--- src/rtl/fetch_unit.sv ---
// RV32I instruction-fetch stage: req/ack fetch into a small FIFO feeding decode.
// Optional perf counters are enabled with the IF_PERF_EN macro.
module fetch_unit #(
  parameter logic [31:0] RESET_PC   = 32'h0000_0000,
  parameter int          IBUF_DEPTH = 2
) (
  input  logic        clk,
  input  logic        rst_n,
  output logic        o_imem_req,
  output logic [31:0] o_imem_addr,
  input  logic        i_imem_ack,
  input  logic [31:0] i_imem_data,
  input  logic        i_stall,
  input  logic        i_flush,
  input  logic [31:0] i_branch_pc,
  output logic [31:0] o_instr,
  output logic [31:0] o_pc,
  output logic        o_ce
`ifdef IF_PERF_EN
  ,
  output logic [31:0] o_fetch_cnt,
  output logic [31:0] o_bubble_cnt
`endif
);

  localparam int PW = $clog2(IBUF_DEPTH);
  localparam int CW = PW + 1;
  localparam logic [CW-1:0] DEPTH_C = CW'(IBUF_DEPTH);
  localparam logic [31:0] NOP = 32'h0000_0013;

  logic [31:0]   pc_q, pc_d;
  logic [PW-1:0] rd_ptr_q, rd_ptr_d;
  logic [PW-1:0] wr_ptr_q, wr_ptr_d;
  logic [CW-1:0] cnt_q, cnt_d;
  logic [31:0]   buf_pc_q [IBUF_DEPTH];
  logic [31:0]   buf_pc_d [IBUF_DEPTH];
  logic [31:0]   buf_ins_q [IBUF_DEPTH];
  logic [31:0]   buf_ins_d [IBUF_DEPTH];
  logic [31:0]   instr_q, instr_d;
  logic [31:0]   opc_q, opc_d;
  logic          ce_q, ce_d;
  logic          push;
  logic          pop;
  logic [1:0]    unused_bpc;

  assign unused_bpc  = i_branch_pc[1:0];
  assign o_imem_req  = rst_n && !i_flush && (cnt_q < DEPTH_C);
  assign o_imem_addr = pc_q;
  assign push        = o_imem_req && i_imem_ack;
  assign pop         = !i_flush && !i_stall && (cnt_q != '0);

  assign o_instr = instr_q;
  assign o_pc    = opc_q;
  assign o_ce    = ce_q;

  // Next-state: flush redirect, else pop to output and push fetched word.
  always_comb begin
    pc_d     = pc_q;
    rd_ptr_d = rd_ptr_q;
    wr_ptr_d = wr_ptr_q;
    cnt_d    = cnt_q;
    instr_d  = instr_q;
    opc_d    = opc_q;
    ce_d     = ce_q;
    for (int i = 0; i < IBUF_DEPTH; i++) begin
      buf_pc_d[i]  = buf_pc_q[i];
      buf_ins_d[i] = buf_ins_q[i];
    end
    if (i_flush) begin
      pc_d     = {i_branch_pc[31:2], 2'b00};
      rd_ptr_d = '0;
      wr_ptr_d = '0;
      cnt_d    = '0;
      instr_d  = NOP;
      ce_d     = 1'b0;
    end else begin
      if (pop) begin
        instr_d  = buf_ins_q[rd_ptr_q];
        opc_d    = buf_pc_q[rd_ptr_q];
        ce_d     = 1'b1;
        rd_ptr_d = rd_ptr_q + PW'(1);
      end else if (!i_stall) begin
        ce_d = 1'b0;
      end
      if (push) begin
        buf_pc_d[wr_ptr_q]  = pc_q;
        buf_ins_d[wr_ptr_q] = i_imem_data;
        wr_ptr_d = wr_ptr_q + PW'(1);
        pc_d     = pc_q + 32'd4;
      end
      unique case ({push, pop})
        2'b10:   cnt_d = cnt_q + CW'(1);
        2'b01:   cnt_d = cnt_q - CW'(1);
        default: cnt_d = cnt_q;
      endcase
    end
  end

  // State registers with synchronous active-low reset.
  always_ff @(posedge clk) begin
    if (!rst_n) begin
      pc_q     <= RESET_PC;
      rd_ptr_q <= '0;
      wr_ptr_q <= '0;
      cnt_q    <= '0;
      instr_q  <= NOP;
      opc_q    <= '0;
      ce_q     <= 1'b0;
      for (int i = 0; i < IBUF_DEPTH; i++) begin
        buf_pc_q[i]  <= '0;
        buf_ins_q[i] <= '0;
      end
    end else begin
      pc_q     <= pc_d;
      rd_ptr_q <= rd_ptr_d;
      wr_ptr_q <= wr_ptr_d;
      cnt_q    <= cnt_d;
      instr_q  <= instr_d;
      opc_q    <= opc_d;
      ce_q     <= ce_d;
      for (int i = 0; i < IBUF_DEPTH; i++) begin
        buf_pc_q[i]  <= buf_pc_d[i];
        buf_ins_q[i] <= buf_ins_d[i];
      end
    end
  end

`ifdef IF_PERF_EN
  logic [31:0] fetch_cnt_q, fetch_cnt_d;
  logic [31:0] bubble_cnt_q, bubble_cnt_d;

  // Count accepted fetches and cycles where decode gets nothing.
  always_comb begin
    fetch_cnt_d  = fetch_cnt_q + (push ? 32'd1 : 32'd0);
    bubble_cnt_d = bubble_cnt_q;
    if (!i_stall && !i_flush && cnt_q == '0) begin
      bubble_cnt_d = bubble_cnt_q + 32'd1;
    end
  end

  // Perf counter registers.
  always_ff @(posedge clk) begin
    if (!rst_n) begin
      fetch_cnt_q  <= '0;
      bubble_cnt_q <= '0;
    end else begin
      fetch_cnt_q  <= fetch_cnt_d;
      bubble_cnt_q <= bubble_cnt_d;
    end
  end

  assign o_fetch_cnt  = fetch_cnt_q;
  assign o_bubble_cnt = bubble_cnt_q;
`endif

endmodule
--- config.mk ---
export PLATFORM = sky130hd
export DESIGN_NAME = fetch_unit
export DESIGN_NICKNAME = d
export VERILOG_FILES = /design/src/rtl/fetch_unit.sv
export SDC_FILE = /design/constraint.sdc
export NUM_CORES = 1
export LEC_CHECK = 0
export CAP_MARGIN = 0
export CORE_MARGIN = 10
export CORE_UTILIZATION = 52
export CTS_CLUSTER_SIZE = 24
export DETAILED_ROUTE_END_ITERATION = 6
export PLACE_DENSITY_LB_ADDON = 0.05
export SKIP_CTS_REPAIR_TIMING = 1
export SLEW_MARGIN = 10
export SYNTH_ARGS = -nofsm -noshare
export SYNTH_HDL_FRONTEND = slang
export SYNTH_SLANG_ARGS = --single-unit
--- constraint.sdc ---
create_clock -name clk -period 2.6 [get_ports clk]
set_input_delay 0.65 -clock clk [delete_from_list [all_inputs] [get_ports clk]]
set_output_delay 0.65 -clock clk [all_outputs]
set_load 0.01 [all_outputs]
# == Yosys cells after proc, flatten, opt, wreduce, memory -nomap -nowiden ==
# Memories as Yosys holds them, arrays and structs flattened. A register that Yosys moved wholly into a read port is not among the register bits.
# Cells that the tools add are included.
# totals
word_cells,59
ramBits,128
mem_count,2
ff_bits,37
output_inout_bits,98
# classes
n_reduce_logical,14
muxes,19
bitwise,7
n_eq_ne,3
order_cmp,3
addsub,5
# mem_list
memory,words,width,read_ports,rd_ports_with_merged_regs,write_ports,line_no,source
buf_ins_q,2,32,3,1,2,37,logic [31:0] buf_ins_q [IBUF_DEPTH];
buf_pc_q,2,32,3,1,2,35,logic [31:0] buf_pc_q [IBUF_DEPTH];
# ops
operator,count
two-way mux 64 bit,4
two-way mux 32 bit,7
bitwise mux 64 bit,2
"adder 32 x 3 -> 32 bit, second input constant",1
demux 32 bit (select 1 bit),1
logical AND 1 bit,6
nonzero test 2 bit,3
two-way mux 1 bit,4
bitwise OR 1 bit,4
case mux 2 bit (2 select lines),1
zero test 1 bit,3
"adder 1 bit, second input constant",2
"adder 2 x 1 -> 2 bit, second input constant",1
"equality test 2 x 1 -> 1 bit, second input constant",1
"equality test 2 bit, second input constant",1
">= comparator 2 bit, second input constant",1
"less-than comparator 2 x 1 -> 1 bit, second input constant",1
"less-than comparator 2 bit, second input constant",1
"inequality test 2 x 1 -> 1 bit, second input constant",1
NOT 1 bit,2
NOT 1 -> 2 bit,1
AND reduction 2 bit,1
OR reduction 2 bit,1
"subtractor 2 x 1 -> 2 bit, second input constant",1

# == Depth between registers and ports, before layout ==
# logic_depth
depth_word,9
depth_mapped,9

# == Worst setup path before layout ==
# OpenSTA, ideal clock, no wires.
# synth_timing
path_type,input-to-reg
start,input i_flush
end,register cnt_q[1]
t_arrival_ps,2310
n_path_buf,2
required_ps,2529
setup_slack_ps,220
path_stages,8
cell_sequence,nor2_1 o21ai_1 inv_1 clkbuf_1 clkbuf_1 ha_1 or3_1 a21oi_1
# synth_between
elab_cells_between_ends,11
# synth_rtl
element,line_no,source
from (decl),14,"input logic i_flush,"
zero test 1 bit (*),50,assign pop = !i_flush && !i_stall && (cnt_q != '0);
logical AND 1 bit (*) (2 in series),50,
via pop,43,logic pop;
equality test 2 x 1 -> 1 bit / equality test 2 bit (equally long branches),91,"unique case ({push, pop})"
case mux 2 bit (2 select lines) / nonzero test 2 bit (equally long branches),n/a,
to (signal assigned),117,cnt_q <= cnt_d;
to (decl),34,"logic [CW-1:0] cnt_q, cnt_d;"
# Mark *: on every way through the listed nets, which the timed path passes. The rest lies on a longest branch.
# A chain may end at the register's enable or synchronous reset.

# == Final worst setup path ==
# layout_timing
start,input i_flush
end,output o_imem_req
# layout_between
elab_chain_len,3
# layout_rtl
element,line_no,source
zero test 1 bit,47,assign o_imem_req = rst_n && !i_flush && (cnt_q < DEPTH_C);
logical AND 1 bit (2 in series),47,
to (decl),9,"output logic o_imem_req,"
# Every way passes these cells.

==> summary by stage <==
Detailed routing
The final routed wirelength across all metal layers is around 25,000 um. The number of search-and-repair iterations in the first detailed-routing pass is 5. Dividing the detail-routed wire length by the instance count gives 17.01 um. The via-per-instance ratio is 5.492. The detailed router finished its first iteration with 537 violations. In the routed design, unresolved DRC markers number 0. The post-detailed-route count of antenna-violating nets is 0.

The count of vias placed by the detailed router is 8,078.

Layout
The final layout net count is 1,300. Fill cells in the final layout number 1,479. The register cell area after layout is approximately 4400 um^2. The final design utilization is 0.6876. The final instance count without filler cells is 1,471.

The cell area after layout is 11,850 um^2. The number of inserted diodes is 0. The area growth from synthesis to layout is 30.40%. Of the cells placed in the final design, the portion with a size suffix greater than 1 is 0.07544. The area occupied by multi-input gates is 4214 um^2.

Flow run
The number of max-cap violations is 0.

STA
The largest clock skew in the final design is between 8 and 9 ps. The final worst setup slack is roughly 97 ps. The final-layout setup total negative slack is 0 ps. The minimum clock period is around 2500 ps. Setup violations remaining at the end of the flow were counted as 0.

Setup repair after global routing left no endpoint under its margin. The final max-slew violation count came to 0. The portion of the clock cycle consumed by the worst path in the final layout is 0.9629. The number of hold violations in the final report is 0.

The maximum clock frequency is 399.5 MHz. The worst-margin pin slew is between 600 and 700 ps. Measured against its own limit, the worst slew margin works out to 0.5929.

GRT
The via count of the first global-routing pass is 7,737. Summed over all layers, the global routing overflow is 0. The number of antenna violations at the first check in global routing is 0. The first global-routing pass estimated 40,640 um of wire. The aggregate global-route resource usage is 0.2040. Entering global routing, the biggest net connects 120 pins.

Power and ir drop
For this design the static power due to leakage is 0.003801 uW. For this design the ratio of total power to cell area is ~650 nW/um^2. The worst-case IR drop observed on VDD is roughly 0.5 mV.

Yosys
The cell taking the most area after synthesis is sky130_fd_sc_hd__dfxtp_1. The top flip-flop cell by instance count after synthesis is sky130_fd_sc_hd__dfxtp_1. The top cell type's share of synthesized area is 0.4868. In the post-synthesis netlist, the biggest area contributors are sky130_fd_sc_hd__dfxtp_1, sky130_fd_sc_hd__nand2_1, sky130_fd_sc_hd__a21oi_1. Yosys printed 0 warnings. Dividing the synthesized area by the synthesized cell count gives 8.300 um^2. The synthesized netlist occupies a cell area of 9089 um^2. After synthesis the netlist holds a flip-flop and latch count of 221.

The unique cell type count in the Yosys netlist is 51. The sequential cell area fraction in the yosys report is 0.4868. For this run, asynchronously set or reset flops after synthesis account for 0. The number of enable-type register cells in the synthesized netlist is 0. Counting every instance in the synthesized netlist gives 1,095.

Clock network
CTS saw 221 sinks. The level count of the clock H-tree is 1. The clock tree from TritonCTS is built. The maximum number of buffers from clock root to sink is 3.

At the later pin of the worst-skew pair, clock insertion delay measures 510 ps. The number of buffers created by CTS is 24. The clock input transition at the sequential cells of the worst setup and hold paths is roughly 60 ps. The root buffer cell chosen for the clock tree is sky130_fd_sc_hd__clkbuf_16.

Placement
The placed cell area is around 11,000 um^2. The weighted congestion reported at the end of routability-driven placement is approximately 0.86. The number of input and output port buffers inserted is 160. Timing analysis after detailed placement gives a worst setup slack of just under 80 ps. The detailed placement HPWL is 16,510 um. The placed cell count is between 1k and 1.5k.

Die
The area enclosed by the die boundary is 23,170 um^2. The initial utilization of the core area, before any placement, comes to 0.5273. The floorplan step set the die width to 152.2 um. The core box area is ~17,000 um^2.

The y dimension of the die is 152.2 um. The number of placement rows is 48. The number of primary I/O pins is 167.

Run status
The run finished with clean final reports.

Setup path
The worst register-to-register path has a depth of 4. The startpoint of the lowest-slack register-to-register path is o_imem_addr[13]. Data arrives at the worst endpoint at 1850 ps. The end point of the critical path is o_imem_req.

The type of origin of the critical path is an input pin. STA classifies the critical path endpoint as an output pin. The maximum net fanout on the critical path is 3. The setup path with the least slack is of type in -> out. The origin of the worst setup path is i_flush. The worst register-to-register path ends at o_imem_addr[27].

The reg-to-reg setup timing slack is 440 ps. The data required time of the worst path is 1950 ps.

Hold path
The path class of the tightest hold or removal check is reg -> reg.
-- power breakdown --
part           switching, uW  internal [uW]
Clock                   1340           2220
Combinational            292            277
Sequential              85.5           3460
Total                   1720           5950
-- synth_stat cells, types with 2 or more instances --
master                     count
sky130_fd_sc_hd__or4_1        10
sky130_fd_sc_hd__a32oi_1       3
sky130_fd_sc_hd__buf_1         4
sky130_fd_sc_hd__and3_2        2
sky130_fd_sc_hd__nor2_1       81
sky130_fd_sc_hd__buf_4         7
sky130_fd_sc_hd__a221o_1       2
sky130_fd_sc_hd__or4b_1        2
sky130_fd_sc_hd__inv_1         6
sky130_fd_sc_hd__ha_1          2
sky130_fd_sc_hd__a311oi_1      2
sky130_fd_sc_hd__xor2_1        6
sky130_fd_sc_hd__mux2i_1      64
sky130_fd_sc_hd__o311a_1       2
sky130_fd_sc_hd__o31ai_1       8
sky130_fd_sc_hd__nand3b_1      2
sky130_fd_sc_hd__nand3_1      13
sky130_fd_sc_hd__a31oi_1      11
sky130_fd_sc_hd__a211o_1       3
sky130_fd_sc_hd__nor3_1        3
sky130_fd_sc_hd__o21a_1        2
sky130_fd_sc_hd__nand4_1      16
sky130_fd_sc_hd__a21oi_1     129
sky130_fd_sc_hd__o311ai_0      2
sky130_fd_sc_hd__xnor2_1       5
sky130_fd_sc_hd__or3_1         6
sky130_fd_sc_hd__nand2b_1      7
sky130_fd_sc_hd__and4_1        2
sky130_fd_sc_hd__o211ai_1      6
sky130_fd_sc_hd__or3_2         2
sky130_fd_sc_hd__clkbuf_8      5
sky130_fd_sc_hd__a211oi_1     63
sky130_fd_sc_hd__clkbuf_1     74
sky130_fd_sc_hd__buf_2         5
sky130_fd_sc_hd__nand2_1     280
sky130_fd_sc_hd__and3_1        5
sky130_fd_sc_hd__o21ai_0      19
sky130_fd_sc_hd__dfxtp_1     221
-- state kept, by name, indices dropped and copies added (netlist names) --
register,flops
o_imem_addr,30
buf_pc_q,60
o_ce,1
o_pc,30
cnt_q,2
o_instr,32
buf_ins_q,64
wr_ptr_q,1
rd_ptr_q,1
-- worst min path at each step --
stage	cells past startpoint	slack [ps]	from	to
floorplan	2	440	buf_ins_q[0][0]	buf_ins_q[0][0]
global placement	2	440	buf_pc_q[0][17]	buf_pc_q[0][17]
detailed placement	2	450	buf_pc_q[0][17]	buf_pc_q[0][17]
CTS	2	450	buf_pc_q[0][17]	buf_pc_q[0][17]
global route	2	470	buf_pc_q[1][10]	buf_pc_q[1][10]
finish	2	450	buf_pc_q[1][9]	buf_pc_q[1][9]
-- critical path, cell delays in order --
cell                              delay, ps
sky130_fd_sc_hd__clkdlybuf4s50_1        430
sky130_fd_sc_hd__inv_1                   80
sky130_fd_sc_hd__nand2_1                 60
sky130_fd_sc_hd__nor2_1                  80
sky130_fd_sc_hd__clkdlybuf4s50_1        540
-- kinds of logic after synthesis --
| group | Yosys count | synth area share |
|---|---|---|
| compound gates | 254 | 0.1700 |
| xor+xnor | 11 | 0.01060 |
| fa+ha+maj | 2 | 0.002753 |
| buf+inv | 103 | 0.05231 |
| flops | 221 | 0.4868 |
| mux | 65 | 0.07172 |
| other cells | 1 | 0.0004126 |
| simple gates | 438 | 0.2054 |
-- metrics by stage --
| stage | total power (uW) | hold WS (ps) |
|---|---|---|
| 4_1_cts | 7718 | 453.4 |
| 5_1_grt | 7917 | 468.5 |
| 2_1_floorplan | 3858 | 435.7 |
| 6_report | 7671 | 451.4 |
| 3_5_place_dp | 4179 | 446.1 |
| 3_3_place_gp | 4173 | 440.6 |
-- cells in the final DEF, fill, tap and decap left out, drive strengths merged, types with 4 or more instances in the layout --
cell type | Yosys | routed
a211oi | 63 | 63
a21oi | 129 | 129
a31oi | 11 | 11
and3 | 7 | 7
buf | 16 | 42
bufinv | 0 | 4
clkbuf | 80 | 35
clkdlybuf4s50 | 0 | 160
clkinv | 0 | 4
conb | 1 | 4
dfxtp | 221 | 221
inv | 6 | 6
mux2i | 64 | 64
nand2 | 280 | 280
nand2b | 7 | 7
nand3 | 13 | 13
nand4 | 17 | 17
nor2 | 81 | 81
o211ai | 6 | 6
o21ai | 20 | 20
o31ai | 8 | 8
or3 | 8 | 8
or4 | 10 | 10
xnor2 | 5 | 5
xor2 | 6 | 6
-- final cells by class --
type,count,area share
multi-input cells,774,0.3556
clock buffers,35,0.05754
repair buffers,202,0.1744
inverters,6,0.002323
flip-flops and latches,221,0.3736
well taps,225,0.02375
clock inverters,8,0.01277
-- routing by layer --
metal | wire length, um | global-route usage
met1 | 11490 | 0.2664
met2 | 11300 | 0.3298
met3 | 1837 | 0.05250
met4 | 396 | 0.04814
met5 | 0 | 0
No activity file was read; power rests on OpenSTA's default activity.
